## config.mk

```make
export PLATFORM = sky130hd
export DESIGN_NAME = keypad_scanner_flat
export DESIGN_NICKNAME = d
export VERILOG_FILES = /design/src/rtl/keypad_scanner_if.sv /design/src/rtl/keypad_scanner.sv /design/src/flat_wrapper.sv
export SDC_FILE = /design/constraint.sdc
export NUM_CORES = 1
export LEC_CHECK = 0
export ABC_AREA = 0
export CAP_MARGIN = 10
export CORE_UTILIZATION = 25
export DETAILED_ROUTE_END_ITERATION = 10
export MAX_ROUTING_LAYER = met4
export SLEW_MARGIN = 20
export SYNTH_ARGS = -nofsm -noshare
export SYNTH_HDL_FRONTEND = slang
export SYNTH_SLANG_ARGS = --single-unit
```

## constraint.sdc

```tcl
create_clock -name clk -period 27.3 [get_ports clk]
set_input_delay 5.46 -clock clk [delete_from_list [all_inputs] [get_ports clk]]
set_output_delay 5.46 -clock clk [all_outputs]
set_load 0.02 [all_outputs]
```

## src/rtl/keypad_scanner_if.sv

```systemverilog
// rtl/keypad_scanner_if.sv - key code handshake between the keypad scanner and its consumer
interface keypad_scanner_if #(
    parameter int CODE_W = 4
) ();
    logic [CODE_W-1:0] key_code;
    logic              key_valid;
    logic              key_ack;

    modport master (output key_code, output key_valid, input key_ack);
    modport slave  (input key_code, input key_valid, output key_ack);
endinterface

```

## src/rtl/keypad_scanner.sv

```systemverilog
// rtl/keypad_scanner.sv - matrix keypad column scanner with frame debounce and key handshake
module keypad_scanner #(
    parameter int NUM_COLS       = 4,
    parameter int NUM_ROWS       = 4,
    parameter int SCAN_DIV       = 4,
    parameter int DEBOUNCE_SCANS = 3,
    localparam int NUM_KEYS      = NUM_ROWS * NUM_COLS,
    localparam int CODE_W        = (NUM_KEYS > 1) ? $clog2(NUM_KEYS) : 1,
    localparam int IDX_W         = (NUM_COLS > 1) ? $clog2(NUM_COLS) : 1
) (
    input  logic                clk,
    input  logic                rst,
    input  logic [NUM_ROWS-1:0] row,
    keypad_scanner_if.master    key_if,
    output logic [NUM_COLS-1:0] col,
    output logic [IDX_W-1:0]    col_idx,
    output logic                key_held,
    output logic                overrun
);

    localparam int DW_W  = $clog2(SCAN_DIV);
    localparam int CNT_W = $clog2(DEBOUNCE_SCANS + 1);

    localparam logic [DW_W-1:0]  DWELL_LAST = DW_W'(SCAN_DIV - 1);
    localparam logic [IDX_W-1:0] COL_LAST   = IDX_W'(NUM_COLS - 1);
    localparam logic [CNT_W-1:0] CNT_LAST   = CNT_W'(DEBOUNCE_SCANS - 1);
    localparam logic [CNT_W-1:0] CNT_ONE    = CNT_W'(1);

    typedef enum logic [1:0] {
        S_IDLE,
        S_PRESS_CHK,
        S_HELD,
        S_RELEASE_CHK
    } state_t;

    logic [NUM_ROWS-1:0] row_meta_q;
    logic [NUM_ROWS-1:0] row_sync_q;

    logic [DW_W-1:0]     dwell_q,   dwell_d;
    logic [IDX_W-1:0]    col_idx_q, col_idx_d;
    logic [NUM_COLS-1:0] col_q,     col_d;
    logic [NUM_KEYS-1:0] snap_q,    snap_d;

    state_t              state_q,   state_d;
    logic [CODE_W-1:0]   cand_q,    cand_d;
    logic [CNT_W-1:0]    cnt_q,     cnt_d;

    logic [CODE_W-1:0]   code_q,    code_d;
    logic                valid_q,   valid_d;
    logic                held_q,    held_d;
    logic                overrun_q, overrun_d;

    logic                sample_en;
    logic                frame_end;
    logic [1:0]          hits;
    logic [CODE_W-1:0]   frame_key;
    logic                frame_single;
    logic                frame_match;
    logic                accept;

    // Column drive and per-column sampling of the synchronised rows
    always_comb begin
        sample_en = (dwell_q == DWELL_LAST);
        frame_end = sample_en && (col_idx_q == COL_LAST);

        dwell_d   = sample_en ? '0 : dwell_q + DW_W'(1);
        col_idx_d = col_idx_q;
        if (sample_en) begin
            col_idx_d = (col_idx_q == COL_LAST) ? '0 : col_idx_q + IDX_W'(1);
        end

        col_d = '1;
        for (int c = 0; c < NUM_COLS; c++) begin
            if (col_idx_d == IDX_W'(c)) begin
                col_d[c] = 1'b0;
            end
        end

        snap_d = snap_q;
        if (sample_en) begin
            for (int r = 0; r < NUM_ROWS; r++) begin
                for (int c = 0; c < NUM_COLS; c++) begin
                    if (col_idx_q == IDX_W'(c)) begin
                        snap_d[r*NUM_COLS + c] = ~row_sync_q[r];
                    end
                end
            end
        end
    end

    // Frame classification includes the column sampled on this very cycle
    always_comb begin
        hits      = 2'd0;
        frame_key = '0;
        for (int k = 0; k < NUM_KEYS; k++) begin
            if (snap_d[k]) begin
                if (hits == 2'd0) begin
                    frame_key = CODE_W'(k);
                end
                if (hits != 2'd2) begin
                    hits = hits + 2'd1;
                end
            end
        end
        frame_single = (hits == 2'd1);
        frame_match  = frame_single && (frame_key == cand_q);
    end

    always_comb begin
        state_d = state_q;
        cand_d  = cand_q;
        cnt_d   = cnt_q;
        accept  = 1'b0;

        if (frame_end) begin
            case (state_q)
                S_IDLE: begin
                    if (frame_single) begin
                        cand_d = frame_key;
                        cnt_d  = CNT_ONE;
                        if (DEBOUNCE_SCANS == 1) begin
                            state_d = S_HELD;
                            accept  = 1'b1;
                        end else begin
                            state_d = S_PRESS_CHK;
                        end
                    end
                end
                S_PRESS_CHK: begin
                    if (frame_match) begin
                        cnt_d = cnt_q + CNT_ONE;
                        if (cnt_q == CNT_LAST) begin
                            state_d = S_HELD;
                            accept  = 1'b1;
                        end
                    end else if (frame_single) begin
                        cand_d = frame_key;
                        cnt_d  = CNT_ONE;
                    end else begin
                        state_d = S_IDLE;
                    end
                end
                S_HELD: begin
                    if (!frame_match) begin
                        cnt_d   = CNT_ONE;
                        state_d = (DEBOUNCE_SCANS == 1) ? S_IDLE : S_RELEASE_CHK;
                    end
                end
                S_RELEASE_CHK: begin
                    if (frame_match) begin
                        state_d = S_HELD;
                    end else begin
                        cnt_d = cnt_q + CNT_ONE;
                        if (cnt_q == CNT_LAST) begin
                            state_d = S_IDLE;
                        end
                    end
                end
                default: state_d = S_IDLE;
            endcase
        end
    end

    // A pending code is never overwritten unless the consumer acks on the same edge
    always_comb begin
        code_d    = code_q;
        valid_d   = valid_q;
        overrun_d = overrun_q;

        if (accept) begin
            if (!valid_q || key_if.key_ack) begin
                code_d  = cand_d;
                valid_d = 1'b1;
                if (key_if.key_ack) begin
                    overrun_d = 1'b0;
                end
            end else begin
                overrun_d = 1'b1;
            end
        end else if (key_if.key_ack && valid_q) begin
            valid_d   = 1'b0;
            overrun_d = 1'b0;
        end

        held_d = (state_d == S_HELD) || (state_d == S_RELEASE_CHK);
    end

    always_ff @(posedge clk) begin
        if (rst) begin
            row_meta_q <= '1;
            row_sync_q <= '1;
            dwell_q    <= '0;
            col_idx_q  <= '0;
            col_q      <= {{(NUM_COLS-1){1'b1}}, 1'b0};
            snap_q     <= '0;
            state_q    <= S_IDLE;
            cand_q     <= '0;
            cnt_q      <= '0;
            code_q     <= '0;
            valid_q    <= 1'b0;
            held_q     <= 1'b0;
            overrun_q  <= 1'b0;
        end else begin
            row_meta_q <= row;
            row_sync_q <= row_meta_q;
            dwell_q    <= dwell_d;
            col_idx_q  <= col_idx_d;
            col_q      <= col_d;
            snap_q     <= snap_d;
            state_q    <= state_d;
            cand_q     <= cand_d;
            cnt_q      <= cnt_d;
            code_q     <= code_d;
            valid_q    <= valid_d;
            held_q     <= held_d;
            overrun_q  <= overrun_d;
        end
    end

    assign col              = col_q;
    assign col_idx          = col_idx_q;
    assign key_held         = held_q;
    assign overrun          = overrun_q;
    assign key_if.key_code  = code_q;
    assign key_if.key_valid = valid_q;

endmodule

```

## src/flat_wrapper.sv

```systemverilog
// flat-port wrapper written by rule: the top's interface ports become plain ports
module keypad_scanner_flat 
#(
    parameter int NUM_COLS       = 4,
    parameter int NUM_ROWS       = 4,
    parameter int SCAN_DIV       = 4,
    parameter int DEBOUNCE_SCANS = 3,
    localparam int NUM_KEYS      = NUM_ROWS * NUM_COLS,
    localparam int CODE_W        = (NUM_KEYS > 1) ? $clog2(NUM_KEYS) : 1,
    localparam int IDX_W         = (NUM_COLS > 1) ? $clog2(NUM_COLS) : 1
)
  (clk, rst, row, col, col_idx, key_held, overrun, key_if_key_code, key_if_key_valid, key_if_key_ack);
  keypad_scanner_if #(.CODE_W(4)) key_if_i ();
  input  logic clk;
  input  logic rst;
  input  logic [NUM_ROWS-1:0] row;
  output logic [NUM_COLS-1:0] col;
  output logic [IDX_W-1:0] col_idx;
  output logic key_held;
  output logic overrun;
  output wire logic [$bits(key_if_i.key_code)-1:0] key_if_key_code;
  output wire logic [$bits(key_if_i.key_valid)-1:0] key_if_key_valid;
  input wire logic [$bits(key_if_i.key_ack)-1:0] key_if_key_ack;
  assign key_if_key_code = key_if_i.key_code;
  assign key_if_key_valid = key_if_i.key_valid;
  assign key_if_i.key_ack = key_if_key_ack;
  keypad_scanner #(.NUM_COLS(NUM_COLS), .NUM_ROWS(NUM_ROWS), .SCAN_DIV(SCAN_DIV), .DEBOUNCE_SCANS(DEBOUNCE_SCANS)) u_core (.clk(clk), .rst(rst), .row(row), .key_if(key_if_i), .col(col), .col_idx(col_idx), .key_held(key_held), .overrun(overrun));
endmodule
```

# After elaboration in Yosys (flattened, before gate mapping)
# Index checks and enable logic that the tools add are counted.
[word_totals]
reg_bits = 47
latch_bits = 0
ram_bits = 0
mem_bits_ro = 0
in_bits = 7
out_inout_bits = 13
word_cells = 211
mem_count = 0
[op_classes]
n_addsub = 18
multipliers = 0
div_mod_pow = 0
magnitude_cmp = 0
eq_ne = 34
shifts = 0
muxes = 112
bitwise = 4
n_reduce_logical = 30
[op_table]
columns = ["op", "n"]
rows = [
  ["4-bit two-way mux", 32],
  ["2-bit two-way mux", 44],
  ["2-bit logical NOT", 18],
  ["2-bit by 1-bit adder with 2-bit output (second input constant)", 17],
  ["2-bit inequality test (second input constant)", 17],
  ["1-bit two-way mux", 32],
  ["2-bit == test (second input constant)", 10],
  ["16-bit two-way mux", 1],
  ["2-bit case mux with 4 select lines", 2],
  ["2-bit by 1-bit == test with 1-bit output (second input constant)", 4],
  ["4-bit case mux with 2 select lines", 1],
  ["2-bit AND reduction", 3],
  ["4-bit == test", 1],
  ["1-bit NOT", 4],
  ["1-bit logical AND", 3],
  ["3-bit inequality test (second input constant)", 1],
  ["3-bit AND reduction", 1],
  ["1-bit by 1-bit adder with 2-bit output (second input constant)", 1],
  ["1-bit logical OR", 2],
  ["1-bit by 2-bit inequality test with 1-bit output (second input constant)", 1],
  ["2-bit nonzero test", 1],
  ["2-bit OR reduction", 1],
  ["1-bit logical NOT", 1],
]

# Longest topological paths before layout
# Gate-level depths: netlist (run 1).
[logic_depth]
ltp_word = 56
ltp_mapped = 42

# Worst setup path before layout (run 1)
# OpenSTA, ideal clock, no wires.
[synth_path]
kind = "register to register"
from = "register u_core.dwell_q[0]"
to = "register u_core.code_q[0], in the netlist u_core.key_if.key_code[0]"
setup_ns = 0.132
t_arrival_ns = 8.539
required_ns = 27.168
setup_slack_ns = 18.628
stages_incl_launch_ff = 37
n_path_buf = 5
synth_period_minus_slack_ns = 8.672
path_cell_list = "dfxtp_1 ha_1 buf_2 buf_2 buf_2 nand2_1 a21oi_1 ha_1 nor3b_1 nor2_1 ha_1 or4_1 o311ai_1 nand2_1 a32o_1 or3_1 buf_2 a211oi_2 o221ai_1 and3b_1 a221o_1 or3_4 a221oi_2 o32a_1 a31oi_1 a311oi_4 a21o_1 inv_1 ha_1 nand2_1 nand3_1 or4_1 and3b_1 buf_6 or4_4 o21ai_1 a21oi_1"
[synth_via]
elab_chain_cells = 54
elab_cells_between_ends = 120
cone_classes = "add/sub (15); eq/ne (18); mux (69); reduce/logical (18)"
[synth_rtl]
columns = ["item", "line", "text"]
rows = [
  ["start: declaration", "keypad_scanner.sv:39", "logic [DW_W-1:0] dwell_q, dwell_d;"],
  ["start signal: assignment", "keypad_scanner.sv:206", "dwell_q <= dwell_d;"],
  ["2-bit == test (*)", "keypad_scanner.sv:63", "sample_en = (dwell_q == DWELL_LAST);"],
  ["16-bit two-way mux", "keypad_scanner.sv:80", "if (sample_en) begin"],
  ["1-bit two-way mux", "keypad_scanner.sv:96", "if (snap_d[k]) begin"],
  ["1-bit by 1-bit adder with 2-bit output / 1-bit by 2-bit inequality test with 1-bit output (equally long branches)", "keypad_scanner.sv:101, keypad_scanner.sv:100", ""],
  ["2-bit two-way mux", "keypad_scanner.sv:100", "if (hits != 2'd2) begin"],
  ["2-bit two-way mux", "keypad_scanner.sv:96", ""],
  ["2-bit by 1-bit adder with 2-bit output / 2-bit inequality test (equally long branches)", "keypad_scanner.sv:101, keypad_scanner.sv:100", ""],
  ["2-bit two-way mux", "keypad_scanner.sv:100", ""],
  ["[... 38 more ...]", "-", ""],
  ["2-bit two-way mux / 4-bit two-way mux (equally long branches)", "keypad_scanner.sv:100, keypad_scanner.sv:97", ""],
  ["2-bit two-way mux / 4-bit two-way mux (equally long branches)", "keypad_scanner.sv:96", ""],
  ["2-bit by 1-bit == test with 1-bit output / 4-bit == test (equally long branches)", "keypad_scanner.sv:105, keypad_scanner.sv:106", ""],
  ["1-bit logical AND", "keypad_scanner.sv:106", "frame_match = frame_single && (frame_key == cand_q);"],
  ["1-bit two-way mux", "keypad_scanner.sv:130", "if (frame_match) begin"],
  ["1-bit two-way mux", "keypad_scanner.sv:116", "case (state_q)"],
  ["1-bit two-way mux", "keypad_scanner.sv:115", "if (frame_end) begin"],
  ["2-bit AND reduction (no line)", "-", ""],
  ["end signal: assignment", "keypad_scanner.sv:213", "code_q <= code_d;"],
  ["end: declaration", "keypad_scanner.sv:48", "logic [CODE_W-1:0] code_q, code_d;"],
]
# Mark *: on every way between the ends. The rest lies on a longest branch, timed or not.
# A chain may end at the register's enable or synchronous reset.

# Worst setup path in the final report (run 1)
[layout_path]
from = "register u_core.dwell_q[0]"
to = "register u_core.code_q[3], in the netlist u_core.key_if.key_code[3]"
# Same word-level chain as after synthesis.

==> impl_metrics.ini, run 1 <==
[run_status]
outcome = finished, final reports clean

[timing]
setup_tns_ns = 0
setup_viol = 0
timing.final.max_slew_violations = 0
fmax_mhz = 94.96
skew_ns = 0.006660
min_period_ns = 10.53
rsz0062_at_grt = no
min_period_over_period_pct = 38.58
hold_viol = 0
relSlewSlack_pct = 30.79
holdWs_ns = 0.4139
tightest_slew_ns = 1.027

[floorplan]
die_w_um = 136.5
rows = 48
start_util_pct = 25.87
die-area_mm2 = 0.01862
dieHeight_um = 136.5
pin_count = 20
core-area_mm2 = 0.01748

[global_routing]
grt_pass1_wl_um = 20200
gr-total-overflow = 0
grt_usage_pct = 13.56
grt_antenna_before_repair = 0
grt_max_degree = 46
grt_pass1_vias = 4087

[logic_synthesis]
syn-cell-area_mm2 = 0.004521
synth-simple-area-share_pct = 28.09
synth.mux.area_fraction_pct = 2.436
synth_flop_cell = dfxtp_1
ys_types = 96
synth_fa_ha_area_share_pct = 4.152
synthCells = 577
syn-num-nets = 599
synth_edf_count = 0
synthArstFlopShare_pct = 0
synth_xor_xnor_area_share_pct = 4.235
yosysWarnings = 0
synth_compound_area_share_pct = 35.84
ys_seq_area_share_pct = 20.81
syn_avg_cell_area_um2 = 7.835
yosys_register_bits = 47
synth_top_family_by_area = compound AO/OA/AOI/OAI gates

[place]
gp_congestion = 0.9439
port_buffers = 19
hpwl_um = 8935
placed_area_mm2 = 0.004875

[route]
wl_per_cell_um = 14.96
ant_nets = 0
vias = 4429
drc = 0
drt_first_pass_iters = 5
totalWireLength_um = 12010
via_per_inst = 5.516
drt-initial-drc-count = 253

[clocking]
cts_resized = 0
clock_latency_ns = 0.29
htreeDepth = 2
cts_buffers = 5
clockBufferDepth = 2
root_buffer = clkbuf_16
cts_hold_buf = 0
path_clk_slew_ns = 0.07
clkSinkCount = 47
cts_tree = yes
cts_setup_buffers = 0

[power]
powerDensity_mw_per_mm2 = 31.35
ir_drop_mv = 0.04141
power_leakage_nw = 1.729

[layout]
drive_gt1_share_pct = 9.862
antenna_cells = 0
postLayoutCoreUtil_pct = 28.77
fillCellCount = 1867
fin_nets = 599
final_area_mm2 = 0.005029
area_delta_synth_final_pct = 11.24

[worst_setup_path]
cp.arrival_ns = 10.69
cp-end-kind = flip-flop
worstPathRequired_ns = 27.46
cpPeakStageDelay_ns = 0.76
cp_slowest_cell = a2111oi_0
critPathLaunchType = flip-flop
crit_top_cell = ha_1
worstPathMaxFanout = 26
critPathKind = flip-flop to flip-flop

[min_path]
worstHoldPathType = flip-flop to flip-flop

[job]
maxCapViolations = 0
-- stage by stage --
stage / std cells / power, W / setup WS (ns)
finish: 803 / 0.0001577 / 16.77
global route: 803 / 0.0001646 / 15.99
detailed placement: 795 / 0.00009481 / 17.04
CTS: 803 / 0.0001597 / 16.93
global placement: 795 / 0.00009478 / 17.07
floorplan: 577 / 0.00008955 / 18.63
-- registers in the layout, summed over array words and instances, names as in the netlist --
| name | count |
|---|---|
| u_core.col_idx | 2 |
| u_core.state_q | 2 |
| u_core.cnt_q | 2 |
| u_core.snap_q | 16 |
| u_core.overrun | 1 |
| u_core.cand_q | 4 |
| u_core.key_if.key_code | 4 |
| u_core.key_held | 1 |
| u_core.col | 4 |
| u_core.row_meta_q | 4 |
| u_core.dwell_q | 2 |
| u_core.row_sync_q | 4 |
| u_core.key_if.key_valid | 1 |
-- synth_stat cells, drive strengths merged, types with 11 or more instances --
library cell / n / share of area [%]
buf: 12 / 1.6
dfxtp: 47 / 21
nand4: 13 / 1.8
nand3: 22 / 2.4
nand2: 47 / 4.0
a21oi: 26 / 3.0
nor2: 59 / 5.0
nor3: 18 / 2.1
o21ai: 35 / 4.0
o211ai: 18 / 3.2
a31oi: 11 / 1.5
o21a: 16 / 2.7
ha: 15 / 4.2
clkbuf: 16 / 1.3
or2: 13 / 1.8
inv: 18 / 1.5
xnor2: 12 / 2.9
-- cells in the final DEF (no fill, tap or decap), types with 6 or more instances in the layout --
master           count
a2111oi_0            6
a211o_1              7
a21o_1               9
a21oi_1             25
a22oi_1              7
a31oi_1             11
and2_1               6
and3_1               6
clkdlybuf4s50_1     19
dfxtp_1             47
ha_1                15
inv_1               17
nand2_1             46
nand3_1             22
nand4_1             13
nor2_1              58
nor2b_1              7
nor3_1              17
o211ai_1            16
o21a_1              16
o21ai_0             20
o21ai_1             13
or2_2               12
or4_1                6
xnor2_1             10
-- critical path: cells and delay by family (launching register included) --
kind | cells | cell delay, ns
AO/OA/AOI/OAI | 15 | 4.37
AND/OR/NAND/NOR | 12 | 3.91
adder cells (fa/ha/maj) | 4 | 1.68
flip-flops | 1 | 0.34
buffers and inverters | 1 | 0.07
-- cells by family (layout without fill, tap and decap cells) --
group / count (synthesis) / after routing
AND/OR/NAND/NOR: 235 / 235
buffers and inverters: 46 / 47
XOR/XNOR: 18 / 18
AO/OA/AOI/OAI: 208 / 208
flip-flops: 47 / 47
adder cells (fa/ha/maj): 15 / 15
multiplexers: 8 / 8
-- power breakdown --
| part | leakage [nW] | internal (W) | total, W | switching (W) |
|---|---|---|---|---|
| sequential | 0.381 | 0.0000702 | 0.0000714 | 0.00000127 |
| combinational | 1.27 | 0.00000861 | 0.0000220 | 0.0000134 |
| clock | 0.0767 | 0.0000353 | 0.0000642 | 0.0000289 |
| total | 1.73 | 0.000114 | 0.000158 | 0.0000436 |
-- per-layer routing --
layer | global-route usage, % | share of wire [%] | up-vias | wire length, µm
met5 | - | 0 | - | 0
met4 | 2.469 | 0.89 | 0 | 107
met3 | 1.641 | 4.9 | 13 | 593
met2 | 21.18 | 44 | 119 | 5228
met1 | 18.74 | 51 | 2057 | 6081
li1 | - | - | 2240 | -
-- worst paths after layout --
| kind | start | endpoint | slack, ns | depth (start not counted) |
|---|---|---|---|---|
| setup reg to reg | u_core.dwell_q[0]$_SDFF_PP0_ | u_core.key_if.key_code[3]$_SDFFE_PP0P_ | 16.77 | 32 |
| hold reg to reg | u_core.row_meta_q[0]$_SDFF_PP1_ | u_core.row_sync_q[0]$_SDFF_PP1_ | 0.41 | 1 |
| setup / recovery | u_core.dwell_q[0]$_SDFF_PP0_ | u_core.key_if.key_code[3]$_SDFFE_PP0P_ | 16.77 | 32 |
| hold / removal | u_core.row_meta_q[0]$_SDFF_PP1_ | u_core.row_sync_q[0]$_SDFF_PP1_ | 0.41 | 1 |
-- area by class of cell --
cell class,count,area [µm²],area share (%)
Inverter,18,67.56,1.344
Tap cell,225,281.5,5.598
Clock inverter,3,28.78,0.5723
Timing Repair Buffer,21,205.2,4.081
Sequential cell,47,940.9,18.71
Multi-Input combinational cell,484,3379,67.21
Clock buffer,5,125.1,2.488
Note: power is estimated with default switching activity, not from simulation.
==> run 2: changes to the inputs <==
==> constraint.sdc (replaced) <==
create_clock -name clk -period 10.69 [get_ports clk]
set_input_delay 2.138 -clock clk [delete_from_list [all_inputs] [get_ports clk]]
set_output_delay 2.138 -clock clk [all_outputs]
set_load 0.02 [all_outputs]
==> run 2 against run 1 <==
- largest power group unchanged
- register-to-register slack worse by 16 ns
- via count is 0.75% higher
- sequential share of layout area is 0.074 points lower
- fmax is 6.4% higher
==> impl_metrics.ini, run 2 (synthesized netlist as in run 1, its figures left out) <==
[layout]
final_cell_mix = nor2_1, dfxtp_1, nand2_1
final_area_mm2 = 0.005049
area_delta_synth_final_pct = 11.68
seq_area_um2 = 940.9
fin_nets = 601
drive_gt1_share_pct = 9.845
antenna_cells = 0
fillCellCount = 1848
final_cell_count_no_fill = 804
largest_register = u_core.snap_q
largest_register_ffs = 16
final_common_cell = nor2_1
multi_input_area_mm2 = 0.003379

[clocking]
clkSinkCount = 47
cts_hold_buf = 0
clock_latency_ns = 0.28
cts_tree = yes
cts_resized = 0
htreeDepth = 2
clockBufferDepth = 2
path_clk_slew_ns = 0.06
cts_setup_buffers = 0
root_buffer = clkbuf_16
cts_buffers = 5

[worst_setup_path]
critPathKind = flip-flop to flip-flop
critPathLaunchType = flip-flop
worstPathRequired_ns = 10.84
cp-end-kind = flip-flop
critPathBufInv = 2
crit_top_cell = ha_1
worstPathMaxFanout = 12
cpPeakStageDelay_ns = 0.69
path_delay_family = compound AO/OA/AOI/OAI gates
cp_slowest_cell = a2111oi_0
cp.arrival_ns = 10.05

[min_path]
worstHoldPathType = flip-flop to flip-flop

[global_routing]
grt_max_degree = 46
grt_antenna_before_repair = 0
grt_usage_pct = 13.18
grt_pass1_wl_um = 19530
gr-total-overflow = 0
grt_pass1_vias = 3885

[power]
ir_drop_mv = 0.07344
finalPower_w = 0.0004122
power_leakage_nw = 1.739
powerDensity_mw_per_mm2 = 81.65

[timing]
hold_viol = 0
rsz0062_at_grt = no
relSlewSlack_pct = 38.08
holdWs_ns = 0.4095
timing.final.max_slew_violations = 0
skew_ns = 0.005649
min_period_over_period_pct = 92.57
tightest_slew_ns = 0.9245
setup_viol = 0
setup_tns_ns = 0
fmax_mhz = 101.1
min_period_ns = 9.896

[route]
ant_nets = 0
vias = 4462
totalWireLength_um = 11970
wl_per_cell_um = 14.88
drt-initial-drc-count = 335
drt_first_pass_iters = 6
via_per_inst = 5.550
drc = 0

[place]
placed_area_mm2 = 0.004890
port_buffers = 19
dpl.cell_count = 797
hpwl_um = 8914
gp_congestion = 0.9180

[job]
maxCapViolations = 0

[floorplan]
start_util_pct = 25.87
core-area_mm2 = 0.01748
dieHeight_um = 136.5
pin_count = 20
rows = 48
die-area_mm2 = 0.01862
die_w_um = 136.5

[run_status]
outcome = finished, final reports clean
==> run 2: final timing paths <==
path	slack, ns	to	cells past startpoint	startpoint
worst min-delay path	0.41	u_core.row_sync_q[3]$_SDFF_PP1_	1	u_core.row_meta_q[3]$_SDFF_PP1_
worst min register to register	0.41	u_core.row_sync_q[3]$_SDFF_PP1_	1	u_core.row_meta_q[3]$_SDFF_PP1_
worst max register to register	0.79	u_core.key_if.key_code[3]$_SDFFE_PP0P_	34	u_core.col_idx[0]$_SDFF_PP0_
worst max-delay path	0.79	u_core.key_if.key_code[3]$_SDFFE_PP0P_	34	u_core.col_idx[0]$_SDFF_PP0_
==> run 2: layer usage <==
metal | GRT usage, % | wire [µm] | vias to the layer above
met4 | 3.210 | 86 | 0
li1 | - | - | 2233
met2 | 19.49 | 5192 | 130
met5 | - | 0 | -
met3 | 1.305 | 544 | 14
met1 | 18.96 | 6142 | 2085
==> run 2: final cells by class <==
class | instances | share of cell area [%]
multi-input cells | 484 | 66.94
flip-flops and latches | 47 | 18.64
well taps | 225 | 5.576
repair buffers | 23 | 4.362
clock buffers | 6 | 2.553
inverters | 18 | 1.338
clock inverters | 1 | 0.5948
==> run 2: power by group <==
group / internal [W] / switching, W / total [W]
clock network: 0.000109 / 0.0000638 / 0.000173
registers: 0.000179 / 0.00000301 / 0.000182
logic: 0.0000223 / 0.0000345 / 0.0000569
==> run 2: per-stage QoR <==
stage	setup WS, ns	util [%]
after CTS	0.9239	28.89
after global routing	0.06194	28.89
final	0.7939	28.89
after detailed placement	0.9991	27.98
after global placement	1.213	27.98
after floorplan	2.018	-
==> run 2: worst reg2reg max path, delay by kind of cell, from the launching register on <==
family	cells	cell delay [ns]
fa+ha+maj	4	1.15
compound gates	15	4.34
simple gates	13	3.70
buf+inv	2	0.16
flops	1	0.41
==> run 3: changes to the inputs <==
--- a/config.mk
+++ b/config.mk
@@ -14,3 +14,4 @@
 export SYNTH_ARGS = -nofsm -noshare
 export SYNTH_HDL_FRONTEND = slang
 export SYNTH_SLANG_ARGS = --single-unit
+export TNS_END_PERCENT = 50
==> results of run 3 <==
No change in the layout: final DEF, timing and power equal those of run 2.
